`src/rtl/classify_queue.sv`:
```
// classify_queue: buffered opcode classifier between fetch and decode.
// Each instruction is classified (R / I / J / illegal) as it is enqueued, and
// the class flags are stored alongside the instruction and its PC in a
// DEPTH-entry FIFO. The head entry is presented to decode. Flush discards
// everything that is queued.
// Optional build macro CLASSIFY_BYPASS_EN: when the queue is empty, an offered
// instruction is presented to decode in the same cycle, and it is never written
// if decode takes it immediately.
module classify_queue #(
  parameter int DATA_WIDTH = 32,
  parameter int PC_WIDTH   = 32,
  parameter int DEPTH      = 4
) (
  input  logic                       clk,
  input  logic                       rst,
  input  logic                       flush,
  input  logic                       in_valid,
  output logic                       in_ready,
  input  logic [DATA_WIDTH-1:0]      in_instr,
  input  logic [PC_WIDTH-1:0]        in_pc,
  output logic                       out_valid,
  input  logic                       out_ready,
  output logic [DATA_WIDTH-1:0]      out_instr,
  output logic [PC_WIDTH-1:0]        out_pc,
  output logic                       out_is_r,
  output logic                       out_is_i,
  output logic                       out_is_j,
  output logic                       out_illegal,
  output logic [$clog2(DEPTH):0]     count
);

  localparam int AW = $clog2(DEPTH);
  localparam int CW = AW + 1;

  typedef struct packed {
    logic [DATA_WIDTH-1:0] instr;
    logic [PC_WIDTH-1:0]   pc;
    logic                  is_r;
    logic                  is_i;
    logic                  is_j;
    logic                  illegal;
  } entry_t;

  entry_t          mem [DEPTH];
  entry_t          in_ent;
  entry_t          out_ent;
  logic [AW-1:0]   rd_ptr, wr_ptr;
  logic [CW-1:0]   cnt;
  logic            empty, push, pop, wr_en, show_in;

  assign count    = cnt;
  assign empty    = (cnt == '0);
  // Ready depends only on occupancy, so a full queue refuses input even when
  // decode pops in the same cycle.
  assign in_ready = (cnt < CW'(DEPTH));
  assign push     = in_valid & in_ready;
  // Pops only ever come out of storage; a bypassed word is not a pop.
  assign pop      = ~empty & out_ready;

`ifdef CLASSIFY_BYPASS_EN
  logic bypass;
  assign bypass  = empty & in_valid;
  assign show_in = bypass & ~flush;
  assign wr_en   = push & ~flush & ~(bypass & out_ready);
`else
  assign show_in = 1'b0;
  assign wr_en   = push & ~flush;
`endif

  // Live classification of the offered word by its opcode field
  always_comb begin
    in_ent       = '0;
    in_ent.instr = in_instr;
    in_ent.pc    = in_pc;
    unique case (in_instr[31:26])
      6'h00:                      in_ent.is_r    = 1'b1;
      6'h09, 6'h0D, 6'h0F, 6'h23,
      6'h2B, 6'h28, 6'h01, 6'h04,
      6'h05:                      in_ent.is_i    = 1'b1;
      6'h02, 6'h03:               in_ent.is_j    = 1'b1;
      default:                    in_ent.illegal = 1'b1;
    endcase
  end

  // Head selection: stored head, bypassed live word, or all-zero when empty
  always_comb begin
    out_ent = '0;
    if (!empty)       out_ent = mem[rd_ptr];
    else if (show_in) out_ent = in_ent;
  end

  assign out_valid   = ~empty | show_in;
  assign out_instr   = out_ent.instr;
  assign out_pc      = out_ent.pc;
  assign out_is_r    = out_ent.is_r;
  assign out_is_i    = out_ent.is_i;
  assign out_is_j    = out_ent.is_j;
  assign out_illegal = out_ent.illegal;

  // Entry storage; contents need no reset because occupancy gates the outputs
  always_ff @(posedge clk) begin
    if (wr_en) mem[wr_ptr] <= in_ent;
  end

  // Pointers and occupancy; flush has priority over push and pop
  always_ff @(posedge clk or posedge rst) begin
    if (rst) begin
      rd_ptr <= '0;
      wr_ptr <= '0;
      cnt    <= '0;
    end else if (flush) begin
      rd_ptr <= '0;
      wr_ptr <= '0;
      cnt    <= '0;
    end else begin
      if (wr_en) wr_ptr <= wr_ptr + AW'(1);
      if (pop)   rd_ptr <= rd_ptr + AW'(1);
      unique case ({wr_en, pop})
        2'b10:   cnt <= cnt + CW'(1);
        2'b01:   cnt <= cnt - CW'(1);
        default: cnt <= cnt;
      endcase
    end
  end

endmodule

```
`config.mk`:
```
export PLATFORM = sky130hd
export DESIGN_NAME = classify_queue
export DESIGN_NICKNAME = d
export VERILOG_FILES = /design/src/rtl/classify_queue.sv
export SDC_FILE = /design/constraint.sdc
export NUM_CORES = 1
export LEC_CHECK = 0
export ABC_AREA = 1
export BUFFER_PORTS_ARGS = -buffer_cell sky130_fd_sc_hd__buf_2
export CORE_MARGIN = 3
export CORE_UTILIZATION = 51
export CTS_CLUSTER_SIZE = 16
export DETAILED_ROUTE_END_ITERATION = 12
export GPL_ROUTABILITY_DRIVEN = 0
export PLACE_DENSITY = 0.72
export SYNTH_ARGS = -nofsm -noshare
export SYNTH_HDL_FRONTEND = slang
export SYNTH_SLANG_ARGS = --single-unit
```
`constraint.sdc`:
```
create_clock -name clk -period 4.9 [get_ports clk]
set_clock_uncertainty 0.2 [all_clocks]
set_input_delay 0 -clock clk [delete_from_list [all_inputs] [get_ports clk]]
set_output_delay 0 -clock clk [all_outputs]
set_load 0.01 [all_outputs]
```
### Word-level counts from Yosys, hierarchy flattened

Memory sizes are Yosys's and may differ from the RTL's.
Index checks and enable logic that the tools add are counted.

| cells by class | value |
|---|---|
| $add $sub $neg | 4 |
| multipliers | 0 |
| div/mod/pow operators | 0 |
| $lt $le $gt $ge | 1 |
| equal/unequal tests | 13 |
| shift-type cells | 0 |
| mux-type cells | 13 |
| bitwise logic cells | 5 |
| reduce and logical (&&, ||, !) cells | 8 |

Operators by type and width:

| cell | number |
|---|---|
| 2-to-1 mux 68 bit | 1 |
| == test 6 x 4 -> 1 bit (second input constant) | 3 |
| == test 6 bit (second input constant) | 3 |
| == test 6 x 2 -> 1 bit (second input constant) | 2 |
| == test 6 x 3 -> 1 bit (second input constant) | 2 |
| OR reduction 12 bit | 1 |
| OR reduction 9 bit | 1 |
| 2-to-1 mux 2 bit | 4 |
| == test 6 x 1 -> 1 bit (second input constant) | 1 |
| zero test 6 bit | 1 |
| 2-to-1 mux 1 bit | 6 |
| one-hot mux 3 bit (2 select lines) | 1 |
| adder 2 x 1 -> 2 bit (second input constant) | 2 |
| nonzero test 2 bit | 2 |
| adder 3 x 1 -> 3 bit (second input constant) | 1 |
| bitwise AND 1 bit | 3 |
| zero test 3 bit | 1 |
| < comparator 3 bit (second input constant) | 1 |
| 2-to-1 mux 3 bit | 1 |
| nonzero test 3 bit | 1 |
| subtractor 3 x 1 -> 3 bit (second input constant) | 1 |
| == test 2 x 1 -> 1 bit (second input constant) | 1 |
| == test 2 bit (second input constant) | 1 |
| NOT 1 bit | 2 |
| OR reduction 2 bit | 1 |

| word-level totals | value |
|---|---|
| flip-flop bits (word level) | 7 |
| bits in latches | 0 |
| bits in writable memories | 272 |
| memory bits (read-only) | 0 |
| output and inout port bits | 73 |
| logic and storage cells | 48 |
| memories | 1 |

Memory list:

| memory | words | width | read ports | clocked after Yosys merged registers in | wr ports | RTL line | source |
|---|---|---|---|---|---|---|---|
| mem | 4 | 68 | 1 | 0 | 1 | 44 | `entry_t mem [DEPTH];` |

### Depth between registers and ports, before layout

Gate-level depths: netlist of the first run.

| depth | value |
|---|---|
| depth in word-level cells | 6 |
| gate-level depth with buffers | 9 |
| depth with buffers taken out | 9 |

### Worst setup path before layout of the first run

OpenSTA, ideal clock, no wires.

| timing path | value |
|---|---|
| kind | register to register |
| from | register cnt[2] (netlist: count[2]) |
| to | memory mem[0][0] (netlist name), enable pin |
| setup time | 495 ps |
| arrival | 3576 ps |
| data required time | 4205 ps |
| setup slack | 629 ps |
| stages on the path, launching flop included | 4 |
| buffers on the path | 0 |
| cells stage by stage | dfrtp_1 > inv_2 > nand3_2 > nor2_1 |

| between the ends | value |
|---|---|
| longest elaborated chain between the ends | 5 |

Ends and longest elaborated chain:

| item | RTL line | source |
|---|---|---|
| start: declaration | 48 | `logic [CW-1:0] cnt;` |
| start signal: assignment | 119 | `2'b10: cnt <= cnt + CW'(1);` |
| start signal: assignment | 120 | `2'b01: cnt <= cnt - CW'(1);` |
| start signal: assignment | 121 | `default: cnt <= cnt;` |
| < comparator 3 bit | 55 | `assign in_ready = (cnt < CW'(DEPTH));` |
| via in_ready | 18 | `output logic in_ready,` |
| bitwise AND 1 bit | 56 | `assign push = in_valid & in_ready;` |
| bitwise AND 1 bit | 67 | `assign wr_en = push & ~flush;` |
| 2-to-1 mux 1 bit | 102 | `if (wr_en) mem[wr_ptr] <= in_ent;` |
| 2-to-1 mux 1 bit (implied by the code) | 102 |  |
| end: declaration | 44 |  |

The timed path passes the listed nets, and every way through them passes these cells.

### Final worst setup path of the first run

| timing path | value |
|---|---|
| from | register rd_ptr[0] |
| to | output out_pc[16] |

| between the ends | value |
|---|---|
| longest elaborated chain between the ends | 2 |

Ends and longest elaborated chain:

| item | RTL line | source |
|---|---|---|
| start: declaration | 47 | `logic [AW-1:0] rd_ptr, wr_ptr;` |
| start signal: assignment | 117 | `if (pop) rd_ptr <= rd_ptr + AW'(1);` |
| memory (4 x 68 bit) | - |  |
| 2-to-1 mux 68 bit | 88 | `if (!empty) out_ent = mem[rd_ptr];` |
| end: declaration | 24 | `output logic [PC_WIDTH-1:0] out_pc,` |

Every way passes these cells.

==> results.yml, run 1 <==
sta:
  slew_violations: 0
  hold_viol: 0
  rsz0062_at_grt: "no"
  max_slew.worst_pin.slew_ps: 1133
  fin_crit_sh_pct: 69.44
  setup_viol: 0
  fmax_mhz: 293.9
  whs_ps: 25.52
  fin_setup_tns_ps: 0
  finalCriticalPeriod_ps: 3402
  max_slew_margin_pct: 24.26
layout:
  multi_input_area_um2: 2415
  fillers: 1573
  area_growth_pct: 22.19
  seq_area_um2: 8348
  layout.nets: 1163
  drive_above_1_share_pct: 17.92
  diodes: 0
critical_path:
  crit_buf_inv: 3
  ff2ff_setup_slack_ps: 2160
  path_max_fanout: 104
  path_delay_family: "buffers and inverters"
  start_kind: "flop"
  worstPathCellList: "inv_4 -> buf_4 -> o21ai_1 -> a21oi_1 -> buf_2"
  required_ps: 4700
  crit_type: "reg2out"
  cp-end-kind: "output port"
  reg2reg_depth: 8
  crit_slowest_cell: "inv_4"
  regToRegEndpoint: "count[0]"
  r2r-start: "count[2]"
  cpPeakStageDelay_ps: 900
  startpoint: "rd_ptr[0]"
  arrival_ps: 3200
floorplan:
  rows: 53
  die_x_um: 153.3
  ios: 142
  core_um2: 21150
  die_h_um: 153.3
  die-area_um2: 23500
  start_util_pct: 52.32
yosys:
  yosysSeqAreaShare_pct: 75.39
  postSynthAreaPerCell_um2: 12.46
  syn-num-nets: 962
  ys.warnings.count: 0
  ys_seq_elements: 279
  ys_types: 24
  synth_top_cell_by_area: "edfxtp_1"
  syn_inst: 888
  synth_top_area_share_pct: 73.80
  netlist_area_um2: 11070
  synth_area_leaders: "edfxtp_1 (74%), nor2_1 (9.5%), o21ai_1 (5.9%), a21oi_1 (3.2%), dfrtp_1 (1.6%)"
routing:
  routed-via-count: 7346
  routed_wl_um: 23680
  met1Wirelength_um: 9794
  firstDrtPassIters: 6
  routed_via_density: 5.323
  drt_iter0_markers: 610
  highest_layer: "met4"
  ant_nets: 0
  route.met3.wl_um: 1457
  wire_per_inst_um: 17.16
  wl_met2_um: 11980
  drcViolationCount: 0
pwr:
  ir_drop_v: 0.0003748
  power_density_nw_per_um2: 494.6
  p_leak_nw: 4.943
clock_tree:
  clk_path_buf_depth: 3
  worstSkewPairLatency_ps: 520
  numCtsBuffers: 28
  clk_pin_slew_ps: 60
  cts_tree: "done"
  root_buffer: "clkbuf_16"
  cts.sinks: 279
  h-tree-depth: 1
run:
  maxCapViolCount: 0
grt:
  track_usage_pct: 19.67
  grt_pass1_vias: 7355
  antenna_found_initial: 0
  grt_pass1_wl_um: 37490
  overflow: 0
  grt_max_degree: 105
status:
  status: "finished clean"
min_path:
  worstHoldPathCells: 2
  min_path_type: "in2reg"
  hp-start: "in_instr[9]"
  min_to: "mem[0][45]"
place:
  place_hpwl_um: 12540
  io_buffers: 141
synth_stat cells:
cell      number
a21oi_1       71
a21oi_2        1
buf_1          1
buf_2         11
buf_4         11
buf_6          2
clkbuf_1      27
dfrtp_1        7
edfxtp_1     272
fa_1           1
ha_1           4
inv_1         15
inv_2          6
nand2_1       15
nand3_1       12
nand3_2        2
nand4_1        3
nor2_1       281
nor2_2         1
nor3_1         1
o211ai_1       1
o21ai_0       11
o21ai_1      131
or2_1          1
power breakdown:
part | internal, mW | leakage (nW) | total [mW] | switching [mW]
combinational | 0.630 | 1.99 | 1.85 | 1.22
sequential | 2.80 | 2.56 | 2.91 | 0.103
clock | 1.12 | 0.396 | 1.93 | 0.809
total | 4.55 | 4.94 | 6.69 | 2.13
worst reg2reg max path: stages (launching register included):
cell	delay [ps]
dfrtp_1	440
inv_2	130
nand3_2	240
nand3_1	260
a21oi_2	80
dlygate4sd3_1	600
nand2_1	70
o21ai_1	60
dlygate4sd3_1	550
per-layer routing:
layer	track usage [%]	up-vias
met5	0	-
met4	4.964	0
met3	3.199	33
met2	34.77	243
met1	25.58	3533
li1	-	3537
area by class of cell:
type                       count  share of cell area, %
sequential                   279                  61.73
inverter                      21                 0.6014
multi-input combinational    536                  17.86
tap                          275                  2.544
clock buffer                  37                  5.588
timing repair buffer         223                  11.20
clock inverter                 9                 0.4811
registers in the layout, indices dropped and copies added (netlist names):
register and flops:
wr_ptr 2, mem 272, rd_ptr 2, count 3
worst max-delay path by stage:
stage                             to  slack, ps  cells after the start
final                     out_pc[16]       1500                      5
after CTS                 out_pc[19]       1490                      5
after floorplan            mem[0][0]        630                      3
after detailed placement  out_pc[19]       2050                      5
after global routing      out_pc[16]       1230                      5
after global placement    out_pc[20]       2160                      5
what timing repair did:
item / 4_1_cts / 5_1_grt
hold buffers: 72 / 0
setup buffers: 0 / 0
endpoints found under the hold margin: 293 / 0
gates resized for setup: 0 / 0
per-stage QoR:
stage	area [um^2]	worst slack (ps)	utilization, %	total power [mW]	cells
detailed placement	11980	2053	56.64	4.766	1262
finish	13520	1498	63.93	6.688	1380
global placement	11980	2162	56.64	4.731	1262
CTS	13520	1489	63.93	6.738	1380
global route	13520	1233	63.93	7.060	1380
floorplan	11070	629.0	-	4.079	888
layout by cell type (no fill, tap or decap), drive strengths merged:
cell type      n
inv           22
bufinv         1
dlygate4sd3   72
o21ai        142
a21oi         72
clkbuf        37
nand4          3
ha             4
dfrtp          7
buf          151
nand3         14
nor2         282
nand2         15
clkinv         7
or2            1
fa             1
o211ai         1
edfxtp       272
nor3           1
cells by family (layout without fill, tap and decap cells):
logic type,after synthesis,count (layout),synth area share [%]
fa+ha+maj,5,5,0.6332
simple gates,316,316,11.09
flops,279,279,75.39
buf+inv,73,290,3.109
compound gates,215,215,9.780
No activity file was read; power rests on OpenSTA's default activity.
==> run 2: changes to the inputs <==
Settings changed: ABC_AREA 1 to 0.
Clock period 4.9 ns to 3.53 ns, I/O delays scaled along.
==> run 2 against run 1 <==
Clock power is 57% higher. Non-clock buffer count is 4 lower. Largest power group unchanged. Critical endpoint is now out_is_i. Worst hold slack better by 7.2 ps. Largest cell class unchanged. Sequential power increased by 32%. Global-route usage decreased by 2.0 points. First-iteration DRC count decreased by 37%. Wire length down 14%. Worst setup slack worse by 640 ps. Flip-flop and latch count is the same. Via count decreased by 24%. Synthesized area shrank 1.4%.
==> results.yml, run 2 <==
status:
  status: "finished clean"
min_path:
  min_to: "mem[1][35]"
  min_path_type: "in2reg"
  hp-start: "in_pc[31]"
  worstHoldPathCells: 2
critical_path:
  cpPeakStageDelay_ps: 640
  crit_cells: 4
  path_delay_family: "flip-flops"
  regToRegEndpoint: "rd_ptr[1]"
  crit_buf_inv: 2
  start_kind: "flop"
  r2r-start: "count[0]"
  reg2reg_depth: 6
  crit_type: "reg2out"
  cp-end-kind: "output port"
  path_max_fanout: 18
  crit_slowest_cell: "dfrtp_4"
  ff2ff_setup_slack_ps: 890
  arrival_ps: 2480
  required_ps: 3330
  worstPathCellList: "buf_4 -> mux4_2 -> and2_1 -> buf_2"
routing:
  routed_wl_um: 20460
  routed-via-count: 5578
  routed_via_density: 5.447
  firstDrtPassIters: 4
  drcViolationCount: 0
  ant_nets: 0
  wire_per_inst_um: 19.98
  drt_iter0_markers: 383
grt:
  grt_pass1_wl_um: 32710
  overflow: 0
  antenna_found_initial: 0
  grt_max_degree: 71
  track_usage_pct: 17.63
  grt_pass1_vias: 5935
layout:
  drive_above_1_share_pct: 35.41
  diodes: 0
  layout.nets: 806
  largest_reg_flops: 272
  finalInstanceArea_um2: 13590
  final_cell_mix: "edfxtp_1 (272), buf_2 (141), dlygate4sd3_1 (71), mux4_2 (68), and2_1 (68)"
  utilization_pct: 65.88
  regMostFlops: "mem"
  area_growth_pct: 24.53
  layout_commonest_cell: "edfxtp_1"
sta:
  whs_ps: 32.73
  max_slew_margin_pct: 29.26
  finalCriticalPeriod_ps: 2677
  setup_viol: 0
  max_slew.worst_pin.slew_ps: 1061
  slew_violations: 0
  fmax_mhz: 373.6
  fin_setup_tns_ps: 0
  fin_crit_sh_pct: 75.83
  hold_viol: 0
  rsz0062_at_grt: "no"
  setup_slack_ps: 853.1
floorplan:
  die_h_um: 152.3
  start_util_pct: 52.90
  die-area_um2: 23180
  die_x_um: 152.3
  core_um2: 20620
  ios: 142
  rows: 52
place:
  place_hpwl_um: 11220
  placed_area_um2: 11910
  io_buffers: 141
  dpl_worst_slack_ps: 930.9
pwr:
  ir_drop_v: 0.0003876
  power_switching_mw: 1.820
  combinationalPowerShare_pct: 14.3
  seqPwrFrac_pct: 47.9
  switching_share_pct: 22.68
  clock_power_share_pct: 37.8
  power_density_nw_per_um2: 590.6
  p_leak_nw: 4.723
  internal-power_mw: 6.205
yosys:
  postSynthAreaPerCell_um2: 21.35
  synth_edf_count: 272
  synth_area_leaders: "edfxtp_1 (75%), mux4_2 (14%), and2_1 (4.1%), dfrtp_1 (1.6%), buf_6 (0.83%)"
  syn-num-nets: 585
  syn_inst: 511
  netlist_area_um2: 10910
  synth_top_area_share_pct: 74.86
  ys_types: 35
  netlist_top_cells_count: "edfxtp_1 (272), and2_1 (72), mux4_2 (68)"
  yosysMostFrequentCell: "edfxtp_1"
  ys_seq_elements: 279
  synth_top_cell_by_area: "edfxtp_1"
  ys.warnings.count: 0
  ys_async_sr_fraction_pct: 2.509
  yosysSeqAreaShare_pct: 76.47
  synth_ff_type: "edfxtp_1"
clock_tree:
  numCtsBuffers: 28
  cts.sinks: 279
  post_cts_buffers: 0
  cts_tree: "done"
  root_buffer: "clkbuf_16"
  h-tree-depth: 1
  clk_path_buf_depth: 3
  worstSkewPairLatency_ps: 520
  clk_pin_slew_ps: 60
run:
  maxCapViolCount: 0
==> run 2: cells by family (layout without fill, tap and decap cells) <==
| family | Yosys count | after routing | synth area share [%] |
|---|---|---|---|
| flip-flops | 279 | 279 | 76.47 |
| AND/OR/NAND/NOR | 102 | 102 | 5.573 |
| multiplexers | 69 | 69 | 14.14 |
| buffers and inverters | 34 | 277 | 1.835 |
| AO/OA/AOI/OAI | 17 | 17 | 0.9405 |
| adder cells (fa/ha/maj) | 5 | 5 | 0.6422 |
| XOR/XNOR | 5 | 5 | 0.4014 |
==> run 2: what timing repair did <==
action,4_1_cts,5_1_grt
hold buffers,71,0
hold endpoints to repair,286,0
gates resized for setup,0,0
==> run 2: worst max-delay path by stage <==
stage / start / endpoint / slack, ps
floorplan: count[2] / mem[0][0] / 440
global placement: count[0] / count[2] / 1030
detailed placement: count[0] / count[2] / 930
CTS: rd_ptr[0] / out_is_i / 770
global route: rd_ptr[0] / out_is_i / 690
finish: rd_ptr[0] / out_is_i / 850
==> run 2: power by group through the flow <==
| stage | combinational (mW) | clock, mW | sequential [mW] |
|---|---|---|---|
| 2_1_floorplan | 0.760 | 0 | 3.87 |
| 3_3_place_gp | 1.09 | 0 | 3.91 |
| 3_5_place_dp | 1.11 | 0 | 3.92 |
| 4_1_cts | 1.18 | 3.10 | 3.85 |
| 5_1_grt | 1.26 | 3.24 | 3.86 |
| 6_report | 1.15 | 3.03 | 3.85 |
==> run 2: stage by stage <==
stage	cells	power [mW]
2_1_floorplan	511	4.630
3_3_place_gp	901	5.001
3_5_place_dp	901	5.025
4_1_cts	1024	8.128
5_1_grt	1024	8.360
6_report	1024	8.024
==> run 2: layer usage <==
layer  track usage (%)  share of wire, %  vias up
met1             23.14                40     2847
met4             4.666               2.4        0
met5                 0                 0        -
li1                  -                 -     2496
met2             30.88                52      193
met3             3.096               5.7       42
==> run 2: layout make-up <==
type	instances	area [um^2]
Fill cell	1356	7038
Sequential cell	279	8351
Multi-Input combinational cell	198	2379
Tap cell	270	337.8
Clock buffer	32	737.0
Timing Repair Buffer	219	1531
Clock inverter	20	229.0
Inverter	6	22.52
==> run 2: worst register-to-register path: stages (launching register included) <==
cell	delay [ps]
dfrtp_1	480
or3_2	560
buf_4	370
nand3_2	170
xor2_1	140
nor2_1	50
dlygate4sd3_1	550
